`src/rtl/tff_pkg.sv`:
```
// Shared definitions for the toggle flip-flop sequencing controller:
// state encoding and the carry/borrow toggle-vector helper.
package tff_pkg;

    // Widest bank the helper function handles; callers zero-extend q.
    localparam int MAX_W = 16;

    localparam logic [2:0] ST_IDLE = 3'd0;
    localparam logic [2:0] ST_LOAD = 3'd1;
    localparam logic [2:0] ST_RUN  = 3'd2;
    localparam logic [2:0] ST_HOLD = 3'd3;
    localparam logic [2:0] ST_DONE = 3'd4;
    localparam logic [2:0] ST_CLR  = 3'd5;

    typedef enum logic [2:0] {
        S_IDLE = ST_IDLE,
        S_LOAD = ST_LOAD,
        S_RUN  = ST_RUN,
        S_HOLD = ST_HOLD,
        S_DONE = ST_DONE,
        S_CLR  = ST_CLR
    } state_t;

    // Toggle enables that move q by one: bit i toggles when every lower bit
    // is 1 (increment carry) or every lower bit is 0 (decrement borrow).
    function automatic logic [MAX_W-1:0] tvec_count(input logic [MAX_W-1:0] q,
                                                    input logic up);
        logic [MAX_W-1:0] t;
        logic             chain;
        t     = '0;
        chain = 1'b1;
        for (int i = 0; i < MAX_W; i++) begin
            t[i]  = chain;
            chain = chain & (up ? q[i] : ~q[i]);
        end
        return t;
    endfunction

endpackage

```
`src/rtl/tff_bank.sv`:
```
// Bank of WIDTH toggle flip-flops: each bit inverts on a clock edge when its
// T enable is high, and clears on synchronous reset.
module tff_bank #(
    parameter int WIDTH = 4
) (
    input  logic             clk,
    input  logic             reset,
    input  logic [WIDTH-1:0] t,
    output logic [WIDTH-1:0] q
);

    // T flip-flop storage: q toggles where t is set.
    always_ff @(posedge clk) begin
        if (reset) begin
            q <= '0;
        end else begin
            q <= q ^ t;
        end
    end

endmodule

```
`src/rtl/tff_seq_ctrl.sv`:
```
// Sequencing controller for a toggle flip-flop bank: loads a start value,
// counts up or down to a captured limit with pause/abort, and signals
// completion (done) and roll-over (wrap) as single-cycle pulses.
module tff_seq_ctrl
    import tff_pkg::*;
#(
    parameter int WIDTH = 4
) (
    input  logic             clk,
    input  logic             reset,
    input  logic             start,
    input  logic             up,
    input  logic [WIDTH-1:0] load_val,
    input  logic [WIDTH-1:0] limit,
    input  logic             pause,
    input  logic             abort,
    output logic [WIDTH-1:0] q,
    output logic [WIDTH-1:0] t_vec,
    output logic             busy,
    output logic             done,
    output logic             wrap
);

    state_t           state;
    state_t           state_nxt;
    logic             up_r;
    logic [WIDTH-1:0] load_r;
    logic [WIDTH-1:0] limit_r;
    logic             wrap_r;
    logic             count_en;
    logic [MAX_W-1:0] q_ext;
    logic [MAX_W-1:0] count_full;
    logic             unused_count_hi;

    tff_bank #(.WIDTH(WIDTH)) u_bank (
        .clk   (clk),
        .reset (reset),
        .t     (t_vec),
        .q     (q)
    );

    // Zero-extend q for the shared helper and take the count toggle vector.
    always_comb begin
        q_ext              = '0;
        q_ext[WIDTH-1:0]   = q;
        count_full         = tvec_count(q_ext, up_r);
    end

    // Bits above WIDTH are don't-care carries from the zero-extension.
    assign unused_count_hi = ^count_full;

    // State register.
    always_ff @(posedge clk) begin
        if (reset) begin
            state <= S_IDLE;
        end else begin
            state <= state_nxt;
        end
    end

    // Next state and toggle enables; abort beats terminal test beats pause.
    always_comb begin
        state_nxt = state;
        t_vec     = '0;
        count_en  = 1'b0;
        case (state)
            S_IDLE: begin
                if (start) state_nxt = S_LOAD;
            end
            S_LOAD: begin
                if (abort) begin
                    state_nxt = S_CLR;
                end else begin
                    t_vec     = q ^ load_r;
                    state_nxt = S_RUN;
                end
            end
            S_RUN: begin
                if (abort) begin
                    state_nxt = S_CLR;
                end else if (q == limit_r) begin
                    state_nxt = S_DONE;
                end else if (pause) begin
                    state_nxt = S_HOLD;
                end else begin
                    t_vec    = count_full[WIDTH-1:0];
                    count_en = 1'b1;
                end
            end
            S_HOLD: begin
                if (abort) begin
                    state_nxt = S_CLR;
                end else if (!pause) begin
                    state_nxt = S_RUN;
                end
            end
            S_DONE: begin
                state_nxt = abort ? S_CLR : S_IDLE;
            end
            S_CLR: begin
                t_vec     = q;
                state_nxt = S_IDLE;
            end
            default: begin
                state_nxt = S_IDLE;
            end
        endcase
    end

    // Capture direction, load value and limit when a start is accepted.
    always_ff @(posedge clk) begin
        if (reset) begin
            up_r    <= 1'b0;
            load_r  <= '0;
            limit_r <= '0;
        end else if (state == S_IDLE && start) begin
            up_r    <= up;
            load_r  <= load_val;
            limit_r <= limit;
        end
    end

    // Flag roll-over on the cycle after a counting step leaves the end value.
    always_ff @(posedge clk) begin
        if (reset) begin
            wrap_r <= 1'b0;
        end else begin
            wrap_r <= count_en && (up_r ? (&q) : ~(|q));
        end
    end

    assign wrap = wrap_r;
    assign busy = (state != S_IDLE);
    assign done = (state == S_DONE) && !abort;

endmodule
```
`config.mk`:
```
export PLATFORM = sky130hd
export DESIGN_NAME = tff_seq_ctrl
export DESIGN_NICKNAME = d
export VERILOG_FILES = /design/src/rtl/tff_pkg.sv /design/src/rtl/tff_bank.sv /design/src/rtl/tff_seq_ctrl.sv
export SDC_FILE = /design/constraint.sdc
export NUM_CORES = 1
export LEC_CHECK = 0
export ABC_AREA = 1
export BUFFER_PORTS_ARGS = -buffer_cell sky130_fd_sc_hd__buf_2
export CAP_MARGIN = 20
export CORE_ASPECT_RATIO = 0.9
export CORE_MARGIN = 5
export CORE_UTILIZATION = 45
export CTS_CLUSTER_DIAMETER = 150
export DETAILED_ROUTE_END_ITERATION = 7
export GPL_ROUTABILITY_DRIVEN = 0
export PLACE_DENSITY = 0.73
export SLEW_MARGIN = 20
export SYNTH_ARGS = -nofsm -noshare
export SYNTH_HDL_FRONTEND = slang
export SYNTH_HIERARCHICAL = 1
export SYNTH_SLANG_ARGS = --single-unit
```
`constraint.sdc`:
```
create_clock -name clk -period 1.6 [get_ports clk]
set_clock_uncertainty 0.2 [all_clocks]
set_input_delay 0 -clock clk [delete_from_list [all_inputs] [get_ports clk]]
set_output_delay 0 -clock clk [all_outputs]
set_load 0.02 [all_outputs]
```
# [Word-level counts from Yosys, hierarchy flattened]
# Index checks and enable logic that the tools add are counted.
[op_classes] order_cmp=0 n_bitwise=8 div=0 n_shift=0 eq_ne=9 n_addsub=0 muxes=22 mul=0 n_reduce_logical=9
[op_table] operator="3-bit two-way mux" count=8
[op_table] operator="4-bit two-way mux" count=4
[op_table] operator="3-bit one-hot mux with 5 select lines" count=1
[op_table] operator="4-bit one-hot mux with 3 select lines" count=1
[op_table] operator="1-bit two-way mux" count=8
[op_table] operator="4-bit XOR" count=2
[op_table] operator="3-bit by 2-bit == test with 1-bit output, second input constant" count=2
[op_table] operator="3-bit == test, second input constant" count=2
[op_table] operator="4-bit == test" count=1
[op_table] operator="4-bit inequality test, second input constant" count=1
[op_table] operator="1-bit NOT" count=4
[op_table] operator="4-bit AND reduction" count=1
[op_table] operator="4-bit OR reduction" count=1
[op_table] operator="3-bit by 1-bit == test with 1-bit output, second input constant" count=1
[op_table] operator="1-bit logical AND" count=3
[op_table] operator="3-bit logical NOT" count=1
[op_table] operator="3-bit inequality test, second input constant" count=1
[op_table] operator="3-bit AND reduction" count=1
[op_table] operator="3-bit nonzero test" count=1
[op_table] operator="1-bit AND" count=2
[op_table] operator="2-bit inequality test, second input constant" count=1
[op_table] operator="1-bit logical NOT" count=1
[word_totals] rom_bits=0 memories=0 regBits=17 inputBits=14 latch_bits=0 ram_bits=0

# [Longest topological paths before layout]
# Gate-level depths: netlist (run 1).
[depth] word_depth=9 depth_mapped=12

# [Cells and area by module]
# The synthesis (run 1) kept the hierarchy.
[modules_own_cells] mod="tff_seq_ctrl" cells_per_inst=129 area_per_inst_um2=790.8 instances=1 seq_area_each_um2=260.2
[modules_own_cells] mod="tff_bank" cells_per_inst=21 area_per_inst_um2=143.9 instances=1 seq_area_each_um2=80.1

# [Least setup slack after synthesis (run 1)]
# No wires, ideal clock.
[synth_timing] kind="register -> register" startpoint="register u_bank.q[2]" endpoint="register u_bank.q[2]" setup_time_ps=115 t_required_ps=1285 synth_period_minus_slack_ps=1921 slack_ps=-321 t_arrival_ps=1606 path_stages_with_launch=10 path_cell_list="dfxtp_1 -> nand2_1 -> nand2_1 -> nor2_2 -> nand2_2 -> nand3_4 -> o211ai_1 -> nand2_1 -> nand2_1 -> nor2_1"
[synth_via] elab_chain_cells=5 elab_cells_between_ends=7
[synth_lines] item="start: declaration" line_no="tff_bank.sv:9" text="output logic [WIDTH-1:0] q"
[synth_lines] item="start signal: assignment" line_no="tff_bank.sv:17" text="q <= q ^ t;"
[synth_lines] item="4-bit == test" line_no="tff_seq_ctrl.sv:81" text="end else if (q == limit_r) begin"
[synth_lines] item="4-bit two-way mux" line_no="tff_seq_ctrl.sv:81"
[synth_lines] item="4-bit two-way mux" line_no="tff_seq_ctrl.sv:79" text="if (abort) begin"
[synth_lines] item="4-bit one-hot mux with 3 select lines *" line_no="tff_seq_ctrl.sv:66" text="case (state)"
[synth_lines] item="named net t_vec[2]" line_no="tff_seq_ctrl.sv:18" text="output logic [WIDTH-1:0] t_vec,"
[synth_lines] item="4-bit XOR *" line_no="tff_bank.sv:17"
# Mark *: on every way through the listed nets, which the timed path passes. The rest lies on a longest branch.
# A chain may end at the register's enable or synchronous reset.

# [Worst setup path after layout (run 1)]
[layout_timing] startpoint="register u_bank.q[1]" endpoint="output t_vec[2]"
[layout_via] elab_chain_cells=7 elab_cells_between_ends=8
[layout_lines] item="1-bit NOT" line_no="tff_pkg.sv:34" text="chain = chain & (up ? q[i] : ~q[i]);"
[layout_lines] item="1-bit two-way mux" line_no="tff_pkg.sv:34"
[layout_lines] item="1-bit AND" line_no="tff_pkg.sv:34"
[layout_lines] item="4-bit two-way mux" line_no="tff_seq_ctrl.sv:83" text="end else if (pause) begin"
[layout_lines] item="4-bit two-way mux *" line_no="tff_seq_ctrl.sv:81"
[layout_lines] item="4-bit two-way mux *" line_no="tff_seq_ctrl.sv:79"
[layout_lines] item="4-bit one-hot mux with 3 select lines *" line_no="tff_seq_ctrl.sv:66"
[layout_lines] item="end: declaration" line_no="tff_seq_ctrl.sv:18"
# Mark *: on every way between the ends. The rest lies on a longest branch, timed or not.

==> metrics.md, run 1 <==
| Metric | Value |
|---|---|
| DRT Pass-1 Iters | 4 |
| Fraction of registers with async set/reset | 0 |
| Critical path class | reg2out |
| Grt met3 use | 0.0634 |
| Iter 0 DRT Violations | 47 |
| Setup violators final | 5 |
| FF-to-FF path depth | 11 |
| # rows | 15 |
| Final Hold Fails | 1 |
| TritonCTS Buffers | 3 |
| Endpoint, Worst Hold | wrap$_SDFF_PP0_ |
| Worst EP arrival | 1.59 ns |
| Hold Crit Class | in2reg |
| Inserted Diodes | 0 |
| Syn Area/Cell | 6.23 µm² |
| Core Footprint | 1950 µm² |
| Die Ht | 53.2 µm |
| IO buf count | 24 |
| DR vias | 1,195 |
| CP Max Fanout | 3 |
| WP data required | 1.40 ns |
| I/O pin total | 25 |
| Top post-synthesis cells by area | dfxtp_1 (36%), nand2_1 (17%), nor2_1 (8.4%) |
| Ys Warns | 6 |
| Vias in the first global route | 1,057 |
| Cts-stage hold buffer count | 12 |
| Busiest layer in global routing | met2 |
| Clk sinks | 17 |
| Fillers | 150 |
| Commonest cells post-synth | nand2_1 (42), nor2_1 (21), dfxtp_1 (17) |
| Die width | 58.0 µm |
| DIE AREA | 3090 µm² |
| FF-to-FF Start | u_bank/q[2]$_SDFF_PP0_ |
| Clock slew at reported path FFs | 0.10 ns |
| Number of synthesized register bits | 17 |
| Largest net degree at the start of global routing | 18 |
| Final worst path period share | 1.12 |
| Max Slew Vio Count | 0 |
| Crit. End Element | output port |
| Worst-Margin Slew | 0.290 ns |
| Nets | 225 |
| Max-slew headroom | 0.806 |
| Area delta synth->final | 58.8% |
| Min-Delay Startpoint | pause |
| Sequential fraction of the synthesis area | 0.364 |
| CTS tree | done |
| Initial antenna violation count | 0 |
| Clock Tree Buf Depth | 2 |
| Global routing usage on met2 | 0.329 |
| WL per Instance | 12.6 µm |
| DP Cell Count | 203 |
| Initial core utilization | 0.479 |
| Tot GR Track Use | 0.199 |
| Max cap viols | 0 |
| Most common cell in the netlist | nand2_1 |
| Register area | 363 µm² |
| DRC | 0 |
| Final worst slack | -0.191 ns |
| Critical path startpoint | u_bank/q[1]$_SDFF_PP0_ |
| R2R Setup Slk | -0.08 ns |
| Maximum clock frequency | 558 MHz |
| Final wirelength | 2970 µm |
| Syn nets | 164 |
| Worst Hold Slack | -0.141 ns |
| Setup repair after global routing missed its margin | yes |
| VDD IR max | 623 µV |
| Critical path launch point type | register |
| Failing checks | hold timing, setup timing |
| GR Layer Usage met1 | 0.252 |
| Cells after Synth | 150 |
| Global-route wire length before repair | 4690 µm |
| Total grt overflow | 0 |
| Via density | 5.09 |
| Post-synth EDFFs | 0 |
| Non-Filler Instances | 235 |
| Prevailing post-synth register cell | dfxtp_1 |
| Total power | 1.38 mW |
| Status | finished, violations left |
| Reg-to-Reg End | u_bank/q[0]$_SDFF_PP0_ |
| H-Tree Depth | 1 |
| Synthesized cell area | 935 µm² |
| Pleak | 0.723 nW |
| Power Dens Cells | 930 nW/µm² |
| Clock Latency Late Sink | 0.29 ns |
| CTS Root Cell | clkbuf_4 |
| Cells on Worst Hold Path | 4 |
| Post-DP HPWL | 1910 µm |
| Final Critical Period | 1.79 ns |
| Ratio of cells with drive above 1 in the final layout | 0.400 |
| Synth unique cells | 18 |
| Area of the multi-input gates | 569 µm² |
| Final antenna-violating net count | 0 |
| Top cell type's share of synthesized area | 0.364 |
| Leading area contributor after synthesis | dfxtp_1 |
-- through the flow --
stage / utilization / cell area [µm²] / setup TNS (ns) / worst slack, ns
3_5_place_dp: 0.589 / 1150 / -0.0600 / -0.0330
2_1_floorplan: - / 966 / -0.144 / -0.144
5_1_grt: 0.760 / 1480 / -1.24 / -0.282
3_3_place_gp: 0.589 / 1150 / 0 / 0.0736
4_1_cts: 0.708 / 1380 / -0.502 / -0.132
6_report: 0.760 / 1480 / -0.646 / -0.191
-- area by class of cell --
| class | instances | share of cell area |
|---|---|---|
| clock buffers | 4 | 0.0177 |
| multi-input cells | 112 | 0.384 |
| inverters | 20 | 0.0506 |
| repair buffers | 57 | 0.282 |
| flip-flops and latches | 17 | 0.245 |
| well taps | 25 | 0.0211 |
-- power breakdown --
part,switching [mW],internal (mW),total [mW]
clock network,0.136,0.0971,0.233
registers,0.0504,0.484,0.535
logic,0.345,0.267,0.613
total,0.531,0.849,1.38
-- cells in the final DEF (no fill, tap or decap), types with 4 or more instances in the layout --
| master | Yosys | final |
|---|---|---|
| nand2_1 | 42 | 39 |
| inv_2 | 5 | 9 |
| buf_4 | 0 | 22 |
| dfxtp_1 | 17 | 9 |
| inv_1 | 15 | 11 |
| nand3_2 | 0 | 4 |
| dlygate4sd3_1 | 0 | 12 |
| nand2_2 | 3 | 5 |
| dfxtp_4 | 0 | 5 |
| nor2_2 | 4 | 4 |
| o21ai_0 | 9 | 8 |
| a21oi_1 | 14 | 14 |
| buf_2 | 1 | 20 |
| nand3_1 | 11 | 7 |
| nor2_1 | 21 | 18 |
-- state kept, by name, indices dropped and copies added, names as in the netlist --
signal / cells
state: 3
limit_r: 4
u_bank/q: 4
wrap: 1
up_r: 1
load_r: 4
-- logic make-up (layout without fill, tap and decap cells) --
family	Yosys count	after routing	synth area share
AOI/OAI and AO/OA	26	26	0.146
xor gates and xnor gates	1	1	0.00937
and+or+nand+nor	85	85	0.395
buffers and inverters	21	81	0.0857
DFF	17	17	0.364
-- timing repair --
| action | 4_1_cts | 5_1_grt |
|---|---|---|
| endpoints found under the setup margin | 6 | 11 |
| resized for setup | 10 | 15 |
| cloned | 0 | 0 |
| setup buffers | 8 | 8 |
| hold endpoints to repair | 17 | 1 |
| pin swaps | 5 | 9 |
-- worst max path at each step --
stage,endpoint,slack [ns],depth (start not counted)
finish,t_vec[2],-0.19,6
global route,t_vec[2],-0.28,6
CTS,t_vec[2],-0.13,8
detailed placement,u_bank/q[0]$_SDFF_PP0_,-0.03,9
global placement,u_bank/q[2]$_SDFF_PP0_,0.07,9
floorplan,u_bank/q[2]$_SDFF_PP0_,-0.14,10
-- critical path, cell delays in order, from the launching register on --
cell	delay, ns
dfxtp_4	0.38
inv_2	0.04
buf_4	0.12
nor2_1	0.17
nor2_1	0.09
o211ai_1	0.29
buf_4	0.21
-- metal layers --
metal  part of all wire  routed length (µm)  vias to the layer above
li1                   -                   -                      597
met1               0.46                1370                      546
met2               0.46                1360                       50
met3              0.075                 223                        2
met4             0.0040                  12                        0
met5                  0                   0                        -
Note: power is estimated with default switching activity, not from simulation.
==> inputs of run 2 (changes only) <==
- RECOVER_POWER: default -> 50
==> run 2 against run 1 <==
Effect of this change:
- the flow still finishes with violations (hold timing, setup timing)
- maximum frequency decreased by 0.12%
- sequential share of layout area is 0.17 points higher
- die area stayed put
- global-route usage is the same
- largest cell class unchanged
- flip-flop and latch count unchanged
- clock power about the same
- non-clock buffer count unchanged
- highest routed layer unchanged
- worst setup slack worse by 0.0021 ns
- final area is 0.67% lower
==> metrics.md, run 2 (synthesis results as in run 1) <==
| Metric | Value |
|---|---|
| Status | finished, violations left (unchanged) |
| Failing checks | hold timing, setup timing (unchanged) |
| Non-Filler Instances | 235 (unchanged) |
| Clk sinks | 17 (unchanged) |
| Vias in the first global route | 1,057 (unchanged) |
| Max-slew headroom | 0.731 (was 0.806) |
| Ratio of cells with drive above 1 in the final layout | 0.367 (was 0.400) |
| TritonCTS Buffers | 3 (unchanged) |
| Max Slew Vio Count | 0 (unchanged) |
| Post-DP HPWL | 1910 µm (unchanged) |
| Clock slew at reported path FFs | 0.10 ns (about the same) |
| Reg-to-Reg End | u_bank/q[0]$_SDFF_PP0_ (unchanged) |
| Area delta synth->final | 57.7% (was 58.8%) |
| DR vias | 1,184 (was 1,195) |
| DRT Pass-1 Iters | 4 (unchanged) |
| Tot GR Track Use | 0.199 (unchanged) |
| Final wirelength | 2950 µm (was 2970 µm) |
| Global-route wire length before repair | 4690 µm (unchanged) |
| Total grt overflow | 0 (unchanged) |
| Buffers & Inverters on Critical Path | 3 (unchanged) |
| Fillers | 156 (was 150) |
| R2R Setup Slk | -0.07 ns (was -0.08 ns) |
| Setup repair after global routing missed its margin | yes (unchanged) |
| IO buf count | 24 (unchanged) |
| Die Ht | 53.2 µm (unchanged) |
| CTS Root Cell | clkbuf_4 (unchanged) |
| CP max stage delay | 0.38 ns (about the same) |
| Worst-Margin Slew | 0.401 ns (was 0.290 ns) |
| Final antenna-violating net count | 0 (unchanged) |
| Core Footprint | 1950 µm² (unchanged) |
| Critical Path End | t_vec[2] (unchanged) |
| Max cap viols | 0 (unchanged) |
| Crit. End Element | output port (unchanged) |
| Most common cell after layout, fill and taps aside | nand2_1 (unchanged) |
| Final Hold Fails | 1 (unchanged) |
| Power Dens Cells | 931 nW/µm² (was 930 nW/µm²) |
| Initial core utilization | 0.479 (unchanged) |
| CTS tree | done (unchanged) |
| CP delay by family, top | flip-flops (unchanged) |
| Final worst slack | -0.193 ns (was -0.191 ns) |
| DRC | 0 (unchanged) |
| Final worst path period share | 1.12 (about the same) |
| Die width | 58.0 µm (unchanged) |
| DIE AREA | 3090 µm² (unchanged) |
| Setup violators final | 5 (unchanged) |
| Cts-stage hold buffer count | 12 (unchanged) |
| Largest net degree at the start of global routing | 18 (unchanged) |
| Critical path, cell by cell | inv_2, buf_4, nor2_1, nor2_1, o211ai_1, buf_4 (unchanged) |
| WL per Instance | 12.5 µm (was 12.6 µm) |
| FF-to-FF path depth | 11 (unchanged) |
| Clock Tree Buf Depth | 2 (unchanged) |
| VDD IR max | 617 µV (was 623 µV) |
| Hold Crit Class | in2reg (unchanged) |
| Critical path startpoint | u_bank/q[1]$_SDFF_PP0_ (unchanged) |
| Crit path depth | 6 (unchanged) |
| Min-Delay Startpoint | pause (unchanged) |
| Critical path class | reg2out (unchanged) |
| Worst EP arrival | 1.59 ns (about the same) |
| DP Cell Count | 203 (unchanged) |
| Iter 0 DRT Violations | 50 (was 47) |
| Post-DP Area | 1150 µm² (unchanged) |
| CP Max Fanout | 3 (unchanged) |
| I/O pin total | 25 (unchanged) |
| Critical path's slowest cell | dfxtp_4 (unchanged) |
| Maximum clock frequency | 558 MHz (about the same) |
| Sum of negative setup slack | -0.622 ns (was -0.646 ns) |
| Critical path launch point type | register (unchanged) |
| H-Tree Depth | 1 (unchanged) |
| Final Cell Area | 1470 µm² (was 1480 µm²) |
| Inserted Diodes | 0 (unchanged) |
| Nets | 225 (unchanged) |
| Register area | 363 µm² (unchanged) |
| Most frequent cells in the layout | nand2_1 (39), buf_4 (22), nor2_1 (19) (was nand2_1 (39), buf_4 (22), buf_2 (20)) |
| Largest registers in the final layout | limit_r x4, load_r x4, u_bank/q x4 (unchanged) |
| Final Critical Period | 1.79 ns (about the same) |
| Area of the multi-input gates | 567 µm² (was 569 µm²) |
| WP data required | 1.40 ns (about the same) |
| Pleak | 0.697 nW (was 0.723 nW) |
| FF-to-FF Start | u_bank/q[2]$_SDFF_PP0_ (unchanged) |
| Worst Hold Slack | -0.146 ns (was -0.141 ns) |
| Via density | 5.04 (was 5.09) |
| # rows | 15 (unchanged) |
| Clock Latency Late Sink | 0.30 ns (was 0.29 ns) |
| Initial antenna violation count | 0 (unchanged) |
## run 2: cell count changes in the layout (fill, tap and decap cells not counted)
cell and delta:
buf_2 -6, clkbuf_1 +6, nor2_1 +1, nor2_2 -1
## run 2: tightest hold or removal path: cells and delay by family
kind | cells | cell delay (ns)
and+or+nand+nor | 3 | 0.22
buffers and inverters | 1 | 0.09
## run 2: power by group
part | switching, mW | total, mW | internal (mW)
sequential | 0.0506 | 0.535 | 0.484
combinational | 0.341 | 0.604 | 0.263
clock | 0.136 | 0.233 | 0.0971
total | 0.528 | 1.37 | 0.845
## run 2: worst min-delay path by stage
stage / to / slack [ns] / cells after the start
2_1_floorplan: state[1]$_SDFFE_PP0P_ / -0.14 / 1
3_3_place_gp: state[1]$_SDFFE_PP0P_ / 0.05 / 2
3_5_place_dp: state[1]$_SDFFE_PP0P_ / 0.05 / 2
4_1_cts: wrap$_SDFF_PP0_ / -0.16 / 4
5_1_grt: wrap$_SDFF_PP0_ / -0.13 / 4
6_report: wrap$_SDFF_PP0_ / -0.15 / 4
## run 2: final cells by class
| class | count | share of cell area |
|---|---|---|
| multi-input combinational | 112 | 0.385 |
| timing repair buffer | 57 | 0.279 |
| clock buffer | 4 | 0.0178 |
| inverter | 20 | 0.0509 |
| tap | 25 | 0.0212 |
| sequential | 17 | 0.246 |
## run 2: metal layers
metal  share of wire  vias to the layer above  GRT usage  wire length, µm
met1            0.45                      523      0.252             1320
met2            0.46                       57      0.329             1340
met3           0.088                        6     0.0634              260
li1                -                      598          -                -
met5               0                        -          0                0
met4          0.0071                        0     0.0463               21
## run 2: through the flow
stage	worst slack [ns]	util	power, mW
after global routing	-0.282	0.755	1.47
after detailed placement	-0.0330	0.589	0.984
final	-0.193	0.755	1.37
after global placement	0.0736	0.589	0.970
after CTS	-0.132	0.708	1.29
after floorplan	-0.144	-	0.857
## run 2: what timing repair did
action	4_1_cts	5_1_grt
endpoints found under the hold margin	17	1
endpoints found under the setup margin	6	11
pin swaps	5	9
resized for setup	10	15
buffers inserted	8	8
